**src/rtl/rsa_job_ctrl.sv**
```systemverilog
// rsa_job_ctrl: frames an RSA job from UART bytes, runs the exponentiation core and streams the result back
module rsa_job_ctrl #(
  parameter int N = 16,
  parameter int LOAD_BYTES = 10,
  parameter int TIMEOUT = 65535,
  parameter int TW = 16
) (
  input  logic         clk,
  input  logic         rst,
  input  logic         rx_valid,
  input  logic [7:0]   rx_byte,
  output logic         ld_valid,
  output logic [7:0]   ld_byte,
  input  logic         ld_done,
  output logic         exp_start,
  input  logic         exp_stop,
  input  logic [N-1:0] exp_ans,
  input  logic         tx_busy,
  output logic         tx_valid,
  output logic [7:0]   tx_byte,
  output logic         busy,
  output logic         err_timeout,
  output logic         err_overrun
);
  localparam int CW = $clog2(LOAD_BYTES + 1);
  localparam int IW = N > 8 ? $clog2(N / 8) : 1;
  typedef enum logic [2:0] {IDLE, LOAD, WAIT_LD, START, RUN, SEND, TXWAIT} state_t;
  state_t state;
  logic [CW-1:0] cnt;
  logic [TW-1:0] tmr;
  logic [N-1:0] res;
  logic [IW-1:0] idx;
  logic guard;
  logic tmo;
  assign tmo = tmr == TW'(TIMEOUT - 1);
  assign busy = state != IDLE;
  // result register shifts left per byte so the outgoing byte is always the top one
  always_ff @(posedge clk) begin
    if (rst) begin
      state <= IDLE;
      cnt <= '0;
      tmr <= '0;
      res <= '0;
      idx <= '0;
      guard <= 1'b0;
      ld_valid <= 1'b0;
      ld_byte <= '0;
      exp_start <= 1'b0;
      tx_valid <= 1'b0;
      tx_byte <= '0;
      err_timeout <= 1'b0;
      err_overrun <= 1'b0;
    end else begin
      ld_valid <= 1'b0;
      exp_start <= 1'b0;
      tx_valid <= 1'b0;
      tmr <= (state == LOAD || state == WAIT_LD || state == RUN) ? tmr + 1'b1 : '0;
      if (rx_valid && state != IDLE && state != LOAD) err_overrun <= 1'b1;
      case (state)
        IDLE: if (rx_valid) begin
          ld_valid <= 1'b1;
          ld_byte <= rx_byte;
          err_timeout <= 1'b0;
          err_overrun <= 1'b0;
          cnt <= CW'(1);
          state <= LOAD_BYTES == 1 ? WAIT_LD : LOAD;
        end
        LOAD: if (rx_valid) begin
          ld_valid <= 1'b1;
          ld_byte <= rx_byte;
          cnt <= cnt + 1'b1;
          tmr <= '0;
          if (cnt == CW'(LOAD_BYTES - 1)) state <= WAIT_LD;
        end else if (tmo) begin
          err_timeout <= 1'b1;
          state <= IDLE;
        end
        WAIT_LD: if (ld_done) state <= START;
        else if (tmo) begin
          err_timeout <= 1'b1;
          state <= IDLE;
        end
        START: begin
          exp_start <= 1'b1;
          state <= RUN;
        end
        RUN: if (exp_stop) begin
          res <= exp_ans;
          idx <= IW'(N / 8 - 1);
          state <= SEND;
        end else if (tmo) begin
          err_timeout <= 1'b1;
          state <= IDLE;
        end
        SEND: if (!tx_busy) begin
          tx_valid <= 1'b1;
          tx_byte <= res[N-1 -: 8];
          guard <= 1'b1;
          state <= TXWAIT;
        end
        TXWAIT: if (guard) guard <= 1'b0;
        else if (!tx_busy) begin
          if (idx != '0) begin
            idx <= idx - 1'b1;
            res <= res << 8;
            state <= SEND;
          end else state <= IDLE;
        end
        default: state <= IDLE;
      endcase
    end
  end
endmodule

```
**config.mk**
```make
export PLATFORM = sky130hd
export DESIGN_NAME = rsa_job_ctrl
export DESIGN_NICKNAME = d
export VERILOG_FILES = /design/src/rtl/rsa_job_ctrl.sv
export SDC_FILE = /design/constraint.sdc
export NUM_CORES = 1
export LEC_CHECK = 0
export CAP_MARGIN = 15
export CORE_MARGIN = 2
export CORE_UTILIZATION = 52
export CTS_CLUSTER_SIZE = 25
export DETAILED_ROUTE_END_ITERATION = 8
export PLACE_DENSITY = 0.88
export RECOVER_POWER = 100
export SLEW_MARGIN = 10
export SYNTH_ARGS = -nofsm -noshare
export SYNTH_HDL_FRONTEND = slang
export SYNTH_SLANG_ARGS = --single-unit
```
**constraint.sdc**
```tcl
create_clock -name clk -period 1.9 [get_ports clk]
set_input_delay 0.19 -clock clk [delete_from_list [all_inputs] [get_ports clk]]
set_output_delay 0.19 -clock clk [all_outputs]
set_load 0.02 [all_outputs]
```
==> results.tsv <==
metric	value	unit
status	completed	
postRouteAntennaNets	0	
grt_first_pass_wirelength	10.96	mm
r2r-end	state[2]	
hold_viol	0	
cts_tree	yes	
grt_pass1_vias	2492	
worst_path_largest_cell_delay	0.59	ns
routed_wl	6.506	mm
synthMuxAreaShare	0.007706	
synth_fa_ha_area_frac	0.01813	
yosysTopAreaCellShare	0.4497	
cts_hold_buf	0	
yosys_warnings	0	
hold_end	ld_byte[2]	
core	5107	µm²
synthArstFlopShare	0	
initial_utilization	0.5404	
wl_per_cell	13.96	µm
antenna_found_initial	0	
drt_iter0_markers	197	
synth_cell_types	51	
remaining_drc_errors	0	
synth-edff-count	0	
rsz0062_at_grt	no	
synth-compound-area-share	0.1750	
fmax	558.0	MHz
nets	425	
final_cells	466	
crit_chain	nor3_2 > inv_1 > clkdlybuf4s50_1	
die_area	5907	µm²
fin_ws	0.1079	ns
setup-tns-final	0	ns
slew_violations	0	
place_ws	0.07848	ns
p_leak	0.001326	µW
drive_gt1_frac	0.09848	
synthXorXnorAreaFrac	0.04125	
die_h	76.86	µm
synthSimpleGateAreaFrac	0.2647	
cts_max_level	3	
hp-start	rx_byte[2]	
synth.largest_area_cell	dfxtp_1	
grt-ovfl-total	0	
grt_max_degree	43	
finalSetupViolations	0	
gp_congestion	0.8084	
worstMarginPinSlew	0.5640	ns
io_pins	52	
critPathCaptureType	primary output	
peakVddDrop	0.6390	mV
hold_path_depth	3	
first_pass_iters	5	
power_density	827.5	nW/µm²
ys_ff_latch	62	
synth_flop_cell	dfxtp_1	
root_buffer	clkbuf_8	
io_buffer_count	51	
cp.arrival	1.60	ns
dieWidth	76.86	µm
maxSlewHeadroom	0.6215	
cp-start-kind	flop	
clkTransAtPathRegs	0.07	ns
clock_sinks	62	
crit_required	1.71	ns
clock_skew	0.005874	ns
synth_top_family_by_area	simple AND/OR/NAND/NOR gates	
crit_fanout	16	
place_inst	450	
num_rows	26	
netlist_area	2760	µm²
numCtsBuffers	9	
ff2ff_path_depth	6	
netlist_instances	333	
grt.total_usage	0.2288	
post-route-min-period	1.792	ns
reg2reg_from	tmr[0]	
r2r_slack	0.22	ns
syn-num-nets	367	
cpMaxStageDelayCell	clkdlybuf4s50_1	
syn_avg_cell_area	8.289	µm²
num_antenna_cells	0	
cts_buffer_depth	2	
syn_to_final_growth	30.10	%
hpwlAfterDp	4.462	mm
fin_crit_sh	0.9432	
path_class	reg -> out	
synthTopCellsByArea	dfxtp_1 45%, nand2_1 7.6%, a21oi_1 6.5%	
via_count	2617	
vias_per_cell	5.616	
ys_seq_area_frac	0.4497	
hp-class	in -> reg	
clk_latency	0.35	ns
drv_cap	0	
## final cells by class
class                           instances  area (µm²)
Tap cell                               70       87.58
Clock buffer                            9       123.9
Clock inverter                          7       97.59
Sequential cell                        62        1245
Fill cell                             416        1516
Inverter                                7       26.28
Timing Repair Buffer                   68       615.6
Multi-Input combinational cell        243        1395
## flip-flops by register name (all words and copies together), names as in the netlist, 3 cells and up
signal / flops
ld_byte: 8
state: 3
tmr: 16
res: 16
tx_byte: 8
cnt: 4
## layer usage
metal | share of wire | vias to the layer above | routed length, µm | GRT usage
met2 | 0.51 | 72 | 3286 | 0.4123
met1 | 0.43 | 1243 | 2788 | 0.2543
li1 | - | 1292 | - | -
met3 | 0.053 | 10 | 342 | 0.06118
met5 | 0 | - | 0 | 0
met4 | 0.014 | 0 | 88 | 0.09091
## worst max-delay path, delay by kind of cell, from the launching register on
kind,cells,cell delay (ns)
and+or+nand+nor,1,0.10
buffers and inverters,2,0.65
DFF,1,0.51
## cells by family after synthesis
kind of cell	count (synthesis)
multiplexers	2
AO/OA/AOI/OAI	76
adder cells (fa/ha/maj)	4
XOR/XNOR	13
buffers and inverters	28
flip-flops	62
AND/OR/NAND/NOR	148
## synth_stat cells, types with 5 or more instances
master and n:
dfxtp_1 62, nor2b_1 5, a311oi_1 8, inv_1 7, buf_2 9, nor2_1 25
nand4_1 6, a21oi_1 36, nand3_1 25, nand2_1 56, clkbuf_1 10, o21ai_0 10
xor2_1 9
## where the power goes
group | leakage (µW) | internal, µW | switching (µW)
Clock | 0.000106 | 742 | 552
Sequential | 0.000503 | 1330 | 35.5
Combinational | 0.000717 | 152 | 161
## metrics by stage
stage | util | hold slack (ns) | total power [µW] | area, µm²
4_1_cts | 0.7112 | 0.3912 | 2989 | 3632
2_1_floorplan | - | 0.3024 | 1561 | 2760
3_5_place_dp | 0.6666 | 0.4445 | 1713 | 3405
6_report | 0.7031 | 0.3927 | 2972 | 3591
3_3_place_gp | 0.6666 | 0.4385 | 1702 | 3405
5_1_grt | 0.7031 | 0.4104 | 3072 | 3591
## worst max path at each step
stage                         from       end  slack, ns  depth (start not counted)
after CTS                 state[0]      busy       0.04                          3
after global routing      state[2]      busy       0.04                          3
after global placement    rx_valid    cnt[1]       0.12                          5
after floorplan             tmr[4]  state[2]       0.38                          4
after detailed placement  rx_valid    cnt[1]       0.08                          5
final                     state[1]      busy       0.11                          3
## placed cells by master, fill, tap and decap left out, drive strengths merged, types with 9 or more instances in the layout
master | synthesis | routed
o21ai | 11 | 11
nand2 | 56 | 56
buf | 11 | 9
nor2 | 25 | 25
clkdlybuf4s50 | 0 | 29
xor2 | 9 | 9
nand3 | 25 | 25
dlygate4sd3 | 0 | 22
a21oi | 37 | 37
clkbuf | 10 | 17
dfxtp | 62 | 62
## repair_timing
| item | in CTS | in global routing |
|---|---|---|
| gates resized for setup | 2 | 4 |
| setup endpoints to repair | 1 | 1 |
| buffers inserted | 0 | 0 |
Power figures use the tool's default switching activity.
==> edit: new RTL, same settings <==
`TIMEOUT`: 65535 -> 32767.
--- a/src/rtl/rsa_job_ctrl.sv
+++ b/src/rtl/rsa_job_ctrl.sv
@@ -3,5 +3,5 @@
   parameter int N = 16,
   parameter int LOAD_BYTES = 10,
-  parameter int TIMEOUT = 65535,
+  parameter int TIMEOUT = 32767,
   parameter int TW = 16
 ) (
Behaviour: same outputs for any inputs over 10 cycles, from zero or initial values and one cycle with rst high; that may be too few to reach the edited logic, so the function may still have changed.
==> edit against the original RTL <==
Area after synthesis increased by 0.18%; sequential cell count unchanged; final cell count unchanged; routed wire length about the same; synthesized cell count increased by 1.5%; die area increased by 0.17%; cell area about the same; total power increased by 4.1%; clock power increased by 12%; setup slack improved by 0.020 ns; worst hold slack improved by 0.0078 ns; critical path type is now reg2reg; largest cell class unchanged; largest power group is now the clock network; highest routed layer unchanged.
==> edit: results (changes against the original RTL) <==
fillcell total -> 408 (-1.9%)
# port buffers -> 51 (unchanged)
DR vias/cell -> 5.552 (-1.1%)
worst slack, placed -> 0.05631 ns (-0.02218 ns)
antenna cell count -> 0 (unchanged)
register area share after synthesis -> 44.89% (-0.081 points)
most frequent cells after synthesis -> nand2_1 (63), dfxtp_1 (62), nor2_1 (34), a21oi_1 (33), nand3_1 (22)
Final HPWL DP -> 4.439 mm (-0.52%)
Post-CTS Setup Bufs -> 0 (unchanged)
Crit-path slowest cell -> or4_1
Leakage Power -> 0.001330 uW (+0.35%)
instance count of the mapped netlist -> 338 (+1.5%)
Pre-antenna DRT Iters -> 4 (-1)
# H-tree levels -> 3 (unchanged)
vias -> 2587 (-1.1%)
prevailing post-synth register cell -> dfxtp_1
Hold EP -> ld_byte[2]
placed cell area -> 3356 sq um (-1.4%)
global-route wire length before repair -> 10.82 mm (-1.3%)
Ys Warns -> 0 (unchanged)
worst reg2reg path depth -> 4 (-2)
Distinct cells, synth -> 54 (+5.9%)
r2r setup slk -> 0.13 ns (-0.09 ns)
crit-path max cell delay -> 0.66 ns (+0.07 ns)
gpl congestion -> 0.8600 (+6.4%)
Hold Crit Depth -> 3 (unchanged)
outcome -> completed
Internal -> 2413 uW (+8.5%)
largest cells by area after synthesis -> dfxtp_1 (45%), nand2_1 (8.6%), a21oi_1 (6.0%)
Max Buffers Root-to-Sink -> 2 (unchanged)
Synthesized Nets -> 372 (+1.4%)
Reg clk slew, reported paths -> 0.07 ns (about the same)
FF-to-FF End -> state[2]
nets -> 425 (unchanged)
largest net degree at the start of global routing -> 40 (-7.0%)
normalized max-slew margin -> 64.16% (+2.0 points)
share of cells above drive strength 1 -> 8.586% (-1.3 points)
crit path max fanout -> 6 (-10)
Avg WL per Cell -> 13.97 microns (about the same)
family with the most delay on the worst path -> simple AND/OR/NAND/NOR gates
DRT iter0 DRCs -> 136 (-31%)
gr usage total -> 22.93% (+0.046 points)
vias in the first global route -> 2369 (-4.9%)
RR Startpoint -> tmr[6]
clock skew -> 0.003298 ns (-0.002576 ns)
initial antenna violation count -> 0 (unchanged)
Skew-Pair Late Insertion Delay -> 0.33 ns (-0.02 ns)
arrival time worst endpoint -> 1.99 ns (+0.39 ns)
HP Start -> rx_byte[2]
Max VDD drop -> 528.2 uV (-17%)
[edit: cell count changes in the layout (fill, tap and decap cells not counted), sizes merged, moves of 3 or more]
| cell | before | now |
|---|---|---|
| nor2 | 25 | 34 |
| nand2 | 56 | 64 |
| a21oi | 37 | 33 |
| clkbuf | 17 | 13 |
| nand3 | 25 | 22 |
| o21a | 4 | 1 |
[edit: cell type report]
type	instances	area [sq um]	share of cell area, %
clock buffer	11	151.4	4.217
clock inverter	5	105.1	2.928
inverter	7	26.28	0.7320
multi-input combinational	248	1385	38.58
sequential	62	1242	34.61
tap	70	87.58	2.440
timing repair buffer	63	591.8	16.49
[edit: power groups by stage]
| stage | combinational (uW) | sequential, uW | clock (uW) |
|---|---|---|---|
| 2_1_floorplan | 158 | 1390 | 0 |
| 3_3_place_gp | 298 | 1390 | 0 |
| 3_5_place_dp | 304 | 1390 | 0 |
| 4_1_cts | 304 | 1360 | 1470 |
| 5_1_grt | 323 | 1360 | 1530 |
| 6_report | 296 | 1360 | 1440 |
[edit: worst max path at each step]
stage / from / to / slack [ns] / cells after the start
after floorplan: tmr[6] / state[1] / 0.44 / 4
after global placement: exp_stop / res[8] / 0.19 / 5
after detailed placement: exp_stop / res[14] / 0.06 / 5
after CTS: state[0] / busy / 0.18 / 2
after global routing: tmr[6] / state[2] / 0.04 / 4
final: tmr[6] / state[2] / 0.13 / 4
[edit: worst register-to-register path, delay by kind of cell (launching register included)]
kind             cells  cell delay (ns)
AO/OA/AOI/OAI        2             0.35
flip-flops           1             0.42
AND/OR/NAND/NOR      2             0.90
[edit: metal layers]
layer / vias to the layer above / wire, microns / global-route usage, %
met3: 8 / 405 / 6.706
met4: 0 / 75 / 10.36
li1: 1287 / - / -
met2: 88 / 3214 / 37.72
met1: 1204 / 2814 / 27.63
met5: - / 0 / 0
[edit: repair_timing]
action                                  in CTS  in global routing
hold buffers                                 0                  0
endpoints found under the setup margin       1                  0
gates resized for setup                      2                  0
[edit: logic make-up (layout without fill, tap and decap cells)]
family	Yosys count	in the layout	share of synthesized area (%)
buf+inv	28	86	4.480
mux	1	1	0.3620
compound gates	69	69	15.57
fa+ha+maj	4	4	1.810
xor+xnor	15	15	4.751
simple gates	159	159	28.14
flops	62	62	44.89
[edit: stage by stage]
stage | hold slack, ns | total power [uW]
2_1_floorplan | 0.3260 | 1546
3_3_place_gp | 0.4387 | 1683
3_5_place_dp | 0.4451 | 1691
4_1_cts | 0.3827 | 3130
5_1_grt | 0.3993 | 3212
6_report | 0.4005 | 3093
